**config.mk**
```make
export PLATFORM = sky130hd
export DESIGN_NAME = srl_fifo
export DESIGN_NICKNAME = d
export VERILOG_FILES = /design/src/rtl/srl_fifo_pkg.sv /design/src/rtl/srl_tap_chain.sv /design/src/rtl/srl_fifo.sv
export SDC_FILE = /design/constraint.sdc
export NUM_CORES = 1
export LEC_CHECK = 0
export ABC_AREA = 1
export BUFFER_PORTS_ARGS = -buffer_cell sky130_fd_sc_hd__buf_2
export CAP_MARGIN = 5
export CORE_AREA = 2 2 103 105
export DETAILED_ROUTE_END_ITERATION = 10
export DIE_AREA = 0 0 105 107
export PLACE_DENSITY_LB_ADDON = 0.15
export SLEW_MARGIN = 20
export SYNTH_ARGS = -nofsm -noshare
export SYNTH_HDL_FRONTEND = slang
export SYNTH_SLANG_ARGS = --single-unit
```
**constraint.sdc**
```tcl
create_clock -name clk -period 5.4 [get_ports clk]
set_input_delay 0.54 -clock clk [delete_from_list [all_inputs] [get_ports clk]]
set_output_delay 0.54 -clock clk [all_outputs]
set_load 0.01 [all_outputs]
```
**src/rtl/srl_fifo_pkg.sv**
```systemverilog
// srl_fifo_pkg: width helpers shared by the SRL FIFO files
package srl_fifo_pkg;
   function automatic int clog2(input int n);
      int r;
      r = 0;
      while ((1 << r) < n) r++;
      return r;
   endfunction
   function automatic int count_width(input int depth);
      return clog2(depth + 1);
   endfunction
endpackage

```
**src/rtl/srl_tap_chain.sv**
```systemverilog
// srl_tap_chain: reset-free shift array with tap mux, shaped for SRL inference
module srl_tap_chain import srl_fifo_pkg::*; #(
   parameter int WIDTH = 8,
   parameter int DEPTH = 16,
   localparam int AW = clog2(DEPTH)
) (
   input  logic             clk,
   input  logic             ce,
   input  logic [WIDTH-1:0] d,
   input  logic [AW-1:0]    addr,
   output logic [WIDTH-1:0] q
);
   logic [WIDTH-1:0] sr [DEPTH];
   always_ff @(posedge clk)
      if (ce) begin
         sr[0] <= d;
         for (int i = 1; i < DEPTH; i++) sr[i] <= sr[i-1];
      end
   assign q = sr[addr];
endmodule

```
**src/rtl/srl_fifo.sv**
```systemverilog
// srl_fifo: valid/ready FIFO whose oldest word is read by tap address from an SRL chain
module srl_fifo import srl_fifo_pkg::*; #(
   parameter int WIDTH = 8,
   parameter int DEPTH = 16,
   parameter int AFULL = DEPTH - 2,
   localparam int CW = count_width(DEPTH),
   localparam int AW = clog2(DEPTH)
) (
   input  logic             clk,
   input  logic             rst_n,
   input  logic             flush,
   input  logic             wr_valid,
   output logic             wr_ready,
   input  logic [WIDTH-1:0] wr_data,
   output logic             rd_valid,
   input  logic             rd_ready,
   output logic [WIDTH-1:0] rd_data,
   output logic [CW-1:0]    count,
   output logic             almost_full
);
   logic          push, pop;
   logic [AW-1:0] addr;
   assign wr_ready    = count != CW'(DEPTH);
   assign rd_valid    = count != '0;
   assign almost_full = count >= CW'(AFULL);
   assign push        = wr_valid & wr_ready & ~flush;
   assign pop         = rd_valid & rd_ready & ~flush;
   assign addr        = rd_valid ? AW'(count - 1'b1) : '0;
   always_ff @(posedge clk or negedge rst_n)
      if (!rst_n) count <= '0;
      else if (flush) count <= '0;
      else if (push && !pop) count <= count + 1'b1;
      else if (pop && !push) count <= count - 1'b1;
   // push+pop leaves addr fixed: the shift itself slides the next-oldest word under the tap
   srl_tap_chain #(.WIDTH(WIDTH), .DEPTH(DEPTH)) u_chain (
      .clk  (clk),
      .ce   (push),
      .d    (wr_data),
      .addr (addr),
      .q    (rd_data)
   );
   a_count_max: assert property (@(posedge clk) disable iff (!rst_n) count <= CW'(DEPTH));
   a_no_push_full: assert property (@(posedge clk) disable iff (!rst_n)
      !wr_ready && !pop && !flush |=> count == CW'(DEPTH));
   a_rd_stable: assert property (@(posedge clk) disable iff (!rst_n)
      rd_valid && !rd_ready && !push && !flush |=> $stable(rd_data));
endmodule

```
== Word level (Yosys, flattened, before mapping) ==
Memories as Yosys holds them, arrays and structs flattened.
Index checks and enable logic that the tools add are counted.

* Bits in registers: 5
* Bits in writable memories: 128
* Input port bits: 13
* Output and inout bits: 16
* Logic and storage cells: 23
* Memories: 1

{| class="wikitable"
|+ Memory list
! memory !! depth !! width !! rd ports !! clocked after memory_dff !! wr ports !! line !! text
|-
| u_chain.sr || 16 || 8 || 16 || 0 || 16 || srl_tap_chain.sv:13 || <nowiki>logic [WIDTH-1:0] sr [DEPTH];</nowiki>
|}

* Add/subtract/negate cells: 2
* Magnitude comparators: 1
* Equality and inequality tests: 1
* Mux-type cells: 6
* Bitwise logic cells: 5
* Reduce and logical (&&, ||, !) cells: 6

{| class="wikitable"
|+ Operators with widths
! kind !! count
|-
| $mux W5 || 3
|-
| $add A5 B1 Y5 const B || 1
|-
| $ge A5 B4 Y1 const B || 1
|-
| $ne A5 B5 Y1 const B || 1
|-
| $reduce_bool A5 Y1 || 1
|-
| $sub A5 B1 Y5 const B || 1
|-
| $and A1 B1 Y1 || 4
|-
| $mux W4 || 1
|-
| $reduce_bool A3 Y1 || 1
|-
| $logic_and A1 B1 Y1 || 2
|-
| $logic_not A1 Y1 || 2
|-
| $mux W1 || 2
|-
| $not A1 Y1 || 1
|}

== Longest topological paths before layout ==
* Depth after elaboration: 8
* Gate-level depth with buffers: 13
* Gate-level depth less buffers: 10

== Hierarchy ==
Synthesis repeated with hierarchy kept, for this count alone.

* Cell total of the unflattened synthesis: 593
* Area total of the unflattened synthesis: 6,045.8 um^2

{| class="wikitable"
|+ Modules (own cells, without submodules)
! module !! instances !! cells each !! area an instance (um^2) !! seq. area each (um^2)
|-
| srl_tap_chain || 1 || 516 || 5,502.8 || 3,843.7
|-
| srl_fifo || 1 || 77 || 543.0 || 125.1
|}

== Worst setup path after synthesis ==
OpenSTA, ideal clock, no wires.

* Path kind: flip-flop to flip-flop
* From: register count[0]
* To: register count[0]
* Setup time: 0.078 ns
* Data arrival time: 4.972 ns
* Required time: 5.322 ns
* Slack: 0.350 ns
* Cell stages (with the launch flop): 13
* Buffers on the path: 3
* Period minus slack after synthesis: 5.050 ns
* Cells stage by stage: dfrtp_1 buf_6 inv_1 buf_2 buf_2 ha_1 nand3_2 nand3_1 inv_1 nand2_1 a21oi_1 nand2_1 o21ai_1

* Elaborated cells between the ends (all ways): 16
* Those cells by class: add/sub: 2; eq/ne: 1; mux: 3; bitwise: 4; reduce/logical: 6

{| class="wikitable"
|+ RTL lines
! what !! line !! text
|-
| start: declaration || srl_fifo.sv:18 || <nowiki>output logic [CW-1:0] count,</nowiki>
|-
| start signal: assignment || srl_fifo.sv:32 || <nowiki>else if (push && !pop) count <= count + 1'b1;</nowiki>
|-
| start signal: assignment || srl_fifo.sv:33 || <nowiki>else if (pop && !push) count <= count - 1'b1;</nowiki>
|-
| $ne A5 B5 Y1 (*) || srl_fifo.sv:23 || <nowiki>assign wr_ready = count != CW'(DEPTH);</nowiki>
|-
| named net wr_ready || srl_fifo.sv:13 || <nowiki>output logic wr_ready,</nowiki>
|-
| $and A1 B1 Y1 (*) (2 in a row) || srl_fifo.sv:26 || <nowiki>assign push = wr_valid & wr_ready & ~flush;</nowiki>
|-
| named net push || srl_fifo.sv:21 || <nowiki>logic push, pop;</nowiki>
|-
| $logic_and A1 B1 Y1 / $logic_not A1 Y1 (equally long branches) || srl_fifo.sv:32, srl_fifo.sv:33 ||
|-
| $mux W5 / $logic_and A1 B1 Y1 (equally long branches) || srl_fifo.sv:32, srl_fifo.sv:33 ||
|-
| $mux W5 / $reduce_bool A3 Y1 (equally long branches) || -- ||
|}

The timed path passes the listed nets; every way through them passes the cells marked *. The select of a mux whose other input is x is not followed.
A chain may end at the register's enable or synchronous reset.

== Worst setup path in the final report ==
* From: register count[0]
* To: output port rd_data[2]

* Longest elaborated chain between the ends: 3
* Elaborated cells between the ends (all ways): 4
* Those cells by class: add/sub: 1; mux: 1; reduce/logical: 1; memory: 1

{| class="wikitable"
|+ RTL lines
! what !! line !! text
|-
| $sub A5 B1 Y5 / $reduce_bool A5 Y1 (equally long branches) || -- ||
|-
| $mux W4 (*) || srl_fifo.sv:28 || <nowiki>assign addr = rd_valid ? AW'(count - 1'b1) : '0;</nowiki>
|-
| $mem_v2 Z16 W8 (*) || -- ||
|-
| end: declaration || srl_fifo.sv:17 || <nowiki>output logic [WIDTH-1:0] rd_data,</nowiki>
|}

Every way passes the cells marked *; elsewhere a longest branch is shown, timed or not.

==> flow_summary.json <==
{
  "yosysWarnings": 0,
  "setup-violations-final": 0,
  "synth_top_family_by_area": "simple AND/OR/NAND/NOR gates",
  "grt_pass1_vias": 3597,
  "ys_ff_latch": 133,
  "synth_most_common_cell": "edfxtp_1",
  "muxShareOfSynthArea": 0,
  "timing.fmax_ghz": 0.226,
  "synth_nets": 556,
  "std_cell_rows": 37,
  "vias": 3792,
  "cp_data_required_time_ps": 4860,
  "cts_tree": "yes",
  "ys_seq_area_frac": 0.665,
  "status": "complete, no violations",
  "cpLargestDelayFamily": "simple AND/OR/NAND/NOR gates",
  "firstDrtPassIters": 5,
  "die_w_um": 105,
  "port_buffers": 28,
  "worst_setup_path_end_kind": "primary output",
  "synthAdderAreaFrac": 0.00629,
  "grt-ovfl-total": 0,
  "worstReg2RegStart": "count[0]",
  "final_nets": 578,
  "wirelength_mm": 11.0,
  "cts_setup_buffers": 0,
  "insertion_delay_ps": 530,
  "worstMarginPinSlew_ps": 1010,
  "dp_hpwl_mm": 6.08,
  "synth_edf_count": 128,
  "drive_gt1_frac": 0.127,
  "setup.worst_path.class": "reg -> out",
  "grt_start_max_net_pins": 83,
  "synthTopCellsByCount": "edfxtp_1 (128), nand3_1 (108), nand2_1 (86), inv_1 (71), nor2_1 (38)",
  "synth_top_area_frac": 0.644,
  "area_growth_pct": 11.1,
  "clockBufferDepth": 2,
  "io_pins": 29,
  "drt_iter0_drc": 321,
  "rrSetupSlack_ps": 2300,
  "grt_pass1_wl_mm": 18.0,
  "die_area_sq_mm": 0.0112,
  "antenna_found_initial": 0,
  "critical_path_depth": 12,
  "h-tree-depth": 4,
  "postSynthCellCount": 540,
  "start_util": 0.592,
  "critPathMaxFanout": 70,
  "synth_simple_gate_area_share": 0.217,
  "ys_types": 28,
  "clkTransAtPathRegs_ps": 50,
  "viasPerCell": 5.35,
  "hold_slack_ps": 182,
  "critPathBufInv": 4,
  "routabilityCongestion": 0.852,
  "cpPeakStageDelay_ps": 680,
  "synth_ff_type": "edfxtp_1",
  "n_antenna_cell": 0,
  "start_kind": "register",
  "hold_viol_final": 0,
  "dieHeight_um": 107,
  "cp_common_cell": "nand2_1",
  "max_cap_violations": 0,
  "syn_area_sq_mm": 0.00597,
  "worstPathArrival_ps": 3880,
  "clockRootBuffer": "clkbuf_8",
  "critPathCapture": "rd_data[2]",
  "reg2reg_depth": 7,
  "ys_async_sr_fraction": 0.0376,
  "coreArea_sq_mm": 0.0101,
  "drv_slew": 0,
  "synth_top_cell_by_area": "edfxtp_1",
  "yosys-top-cells-area": "edfxtp_1 (64%), nand3_1 (9.1%), nand2_1 (5.4%)",
  "worstHoldStart": "wr_data[7]",
  "rsz0062_at_grt": "no",
  "min_period_over_period": 0.819,
  "reg2reg_to": "u_chain.sr[5][4]",
  "numCtsBuffers": 17,
  "fin_tns_setup_ps": 0,
  "grt_usage": 0.211,
  "fillCellCount": 798,
  "clock-sinks": 133,
  "synth_compound_area_frac": 0.0289,
  "slew_headroom": 0.329,
  "period_needed_ps": 4420,
  "startpoint": "count[0]",
  "path_cells": "buf_4, inv_2, ha_1, nand3_4, nand2_1, buf_4, nor2_1, nand2_1, nand3_1, nand3_1, nand2_1, buf_2",
  "worstHoldPathType": "in -> reg",
  "synth_area_per_cell_sq_um": 11.1,
  "cts.repair.resized": 0,
  "crit_slowest_cell": "nand2_1",
  "final.setup_skew_ps": 9.71,
  "wl_per_cell_um": 15.5,
  "antenna_left": 0,
  "drcViolationCount": 0,
  "yosys.area_share.xor_xnor": 0.00733
}
-- final cells by class --
| cell class | instances | area [sq um] | area share |
|---|---|---|---|
| clock inverters | 7 | 35.0 | 0.00528 |
| repair buffers | 34 | 188 | 0.0283 |
| inverters | 75 | 284 | 0.0428 |
| clock buffers | 23 | 437 | 0.0658 |
| flip-flops and latches | 133 | 3970 | 0.598 |
| well taps | 136 | 170 | 0.0257 |
| multi-input cells | 301 | 1550 | 0.234 |
-- state kept, by name (all words and copies together), names as in the netlist --
| name | cells |
|---|---|
| count | 5 |
| u_chain.sr | 128 |
-- worst min path at each step --
stage	endpoint	slack (ps)	depth (start not counted)
2_1_floorplan	count[0]	240	0
3_3_place_gp	count[2]	350	1
3_5_place_dp	count[3]	360	1
4_1_cts	u_chain.sr[0][3]	160	1
5_1_grt	u_chain.sr[0][2]	160	1
6_report	u_chain.sr[0][7]	180	1
-- cell families after synthesis --
family / count (synthesis)
AO/OA/AOI/OAI: 22
XOR/XNOR: 5
flip-flops: 133
AND/OR/NAND/NOR: 271
buffers and inverters: 106
adder cells (fa/ha/maj): 3
-- stage by stage --
step                      cells  worst slack [ps]  cell area (sq um)   util
after floorplan             540               350               5970      -
after global placement      678              1640               6150  0.610
after detailed placement    678              1590               6150  0.610
after CTS                   709               953               6630  0.657
after global routing        709               604               6630  0.657
final                       709               978               6630  0.657
-- placed cells by master, fill, tap and decap left out --
cell / count
a21oi_1: 1
buf_2: 28
buf_4: 5
clkbuf_1: 6
clkbuf_16: 16
clkbuf_8: 1
clkinv_1: 3
clkinv_2: 4
clkinvlp_4: 1
dfrtp_1: 5
dlygate4sd3_1: 1
edfxtp_1: 128
ha_1: 3
inv_1: 69
inv_2: 4
inv_4: 1
nand2_1: 86
nand2_2: 2
nand3_1: 108
nand3_2: 1
nand3_4: 1
nand3b_1: 24
nor2_1: 38
nor2_4: 1
nor3_1: 2
o2111ai_1: 16
o211ai_1: 1
o21ai_0: 3
o21ai_1: 1
or2_2: 8
xnor2_1: 1
xor2_1: 4
-- metal layers --
layer	vias to the layer above	wire length, um	part of all wire	track usage
met2	84	5140	0.47	0.304
met1	1793	5180	0.47	0.293
met4	0	167	0.015	0.109
met5	-	0	0	0
li1	1899	-	-	-
met3	16	516	0.047	0.0638
-- timing repair --
| action | 4_1_cts | 5_1_grt |
|---|---|---|
| endpoints found under the hold margin | 5 | 0 |
| hold buffers | 1 | 0 |
| endpoints found under the setup margin | 0 | 0 |
Power is not shown: default switching activity piles up to over one toggle a cycle in this logic, so the estimate is an artifact.
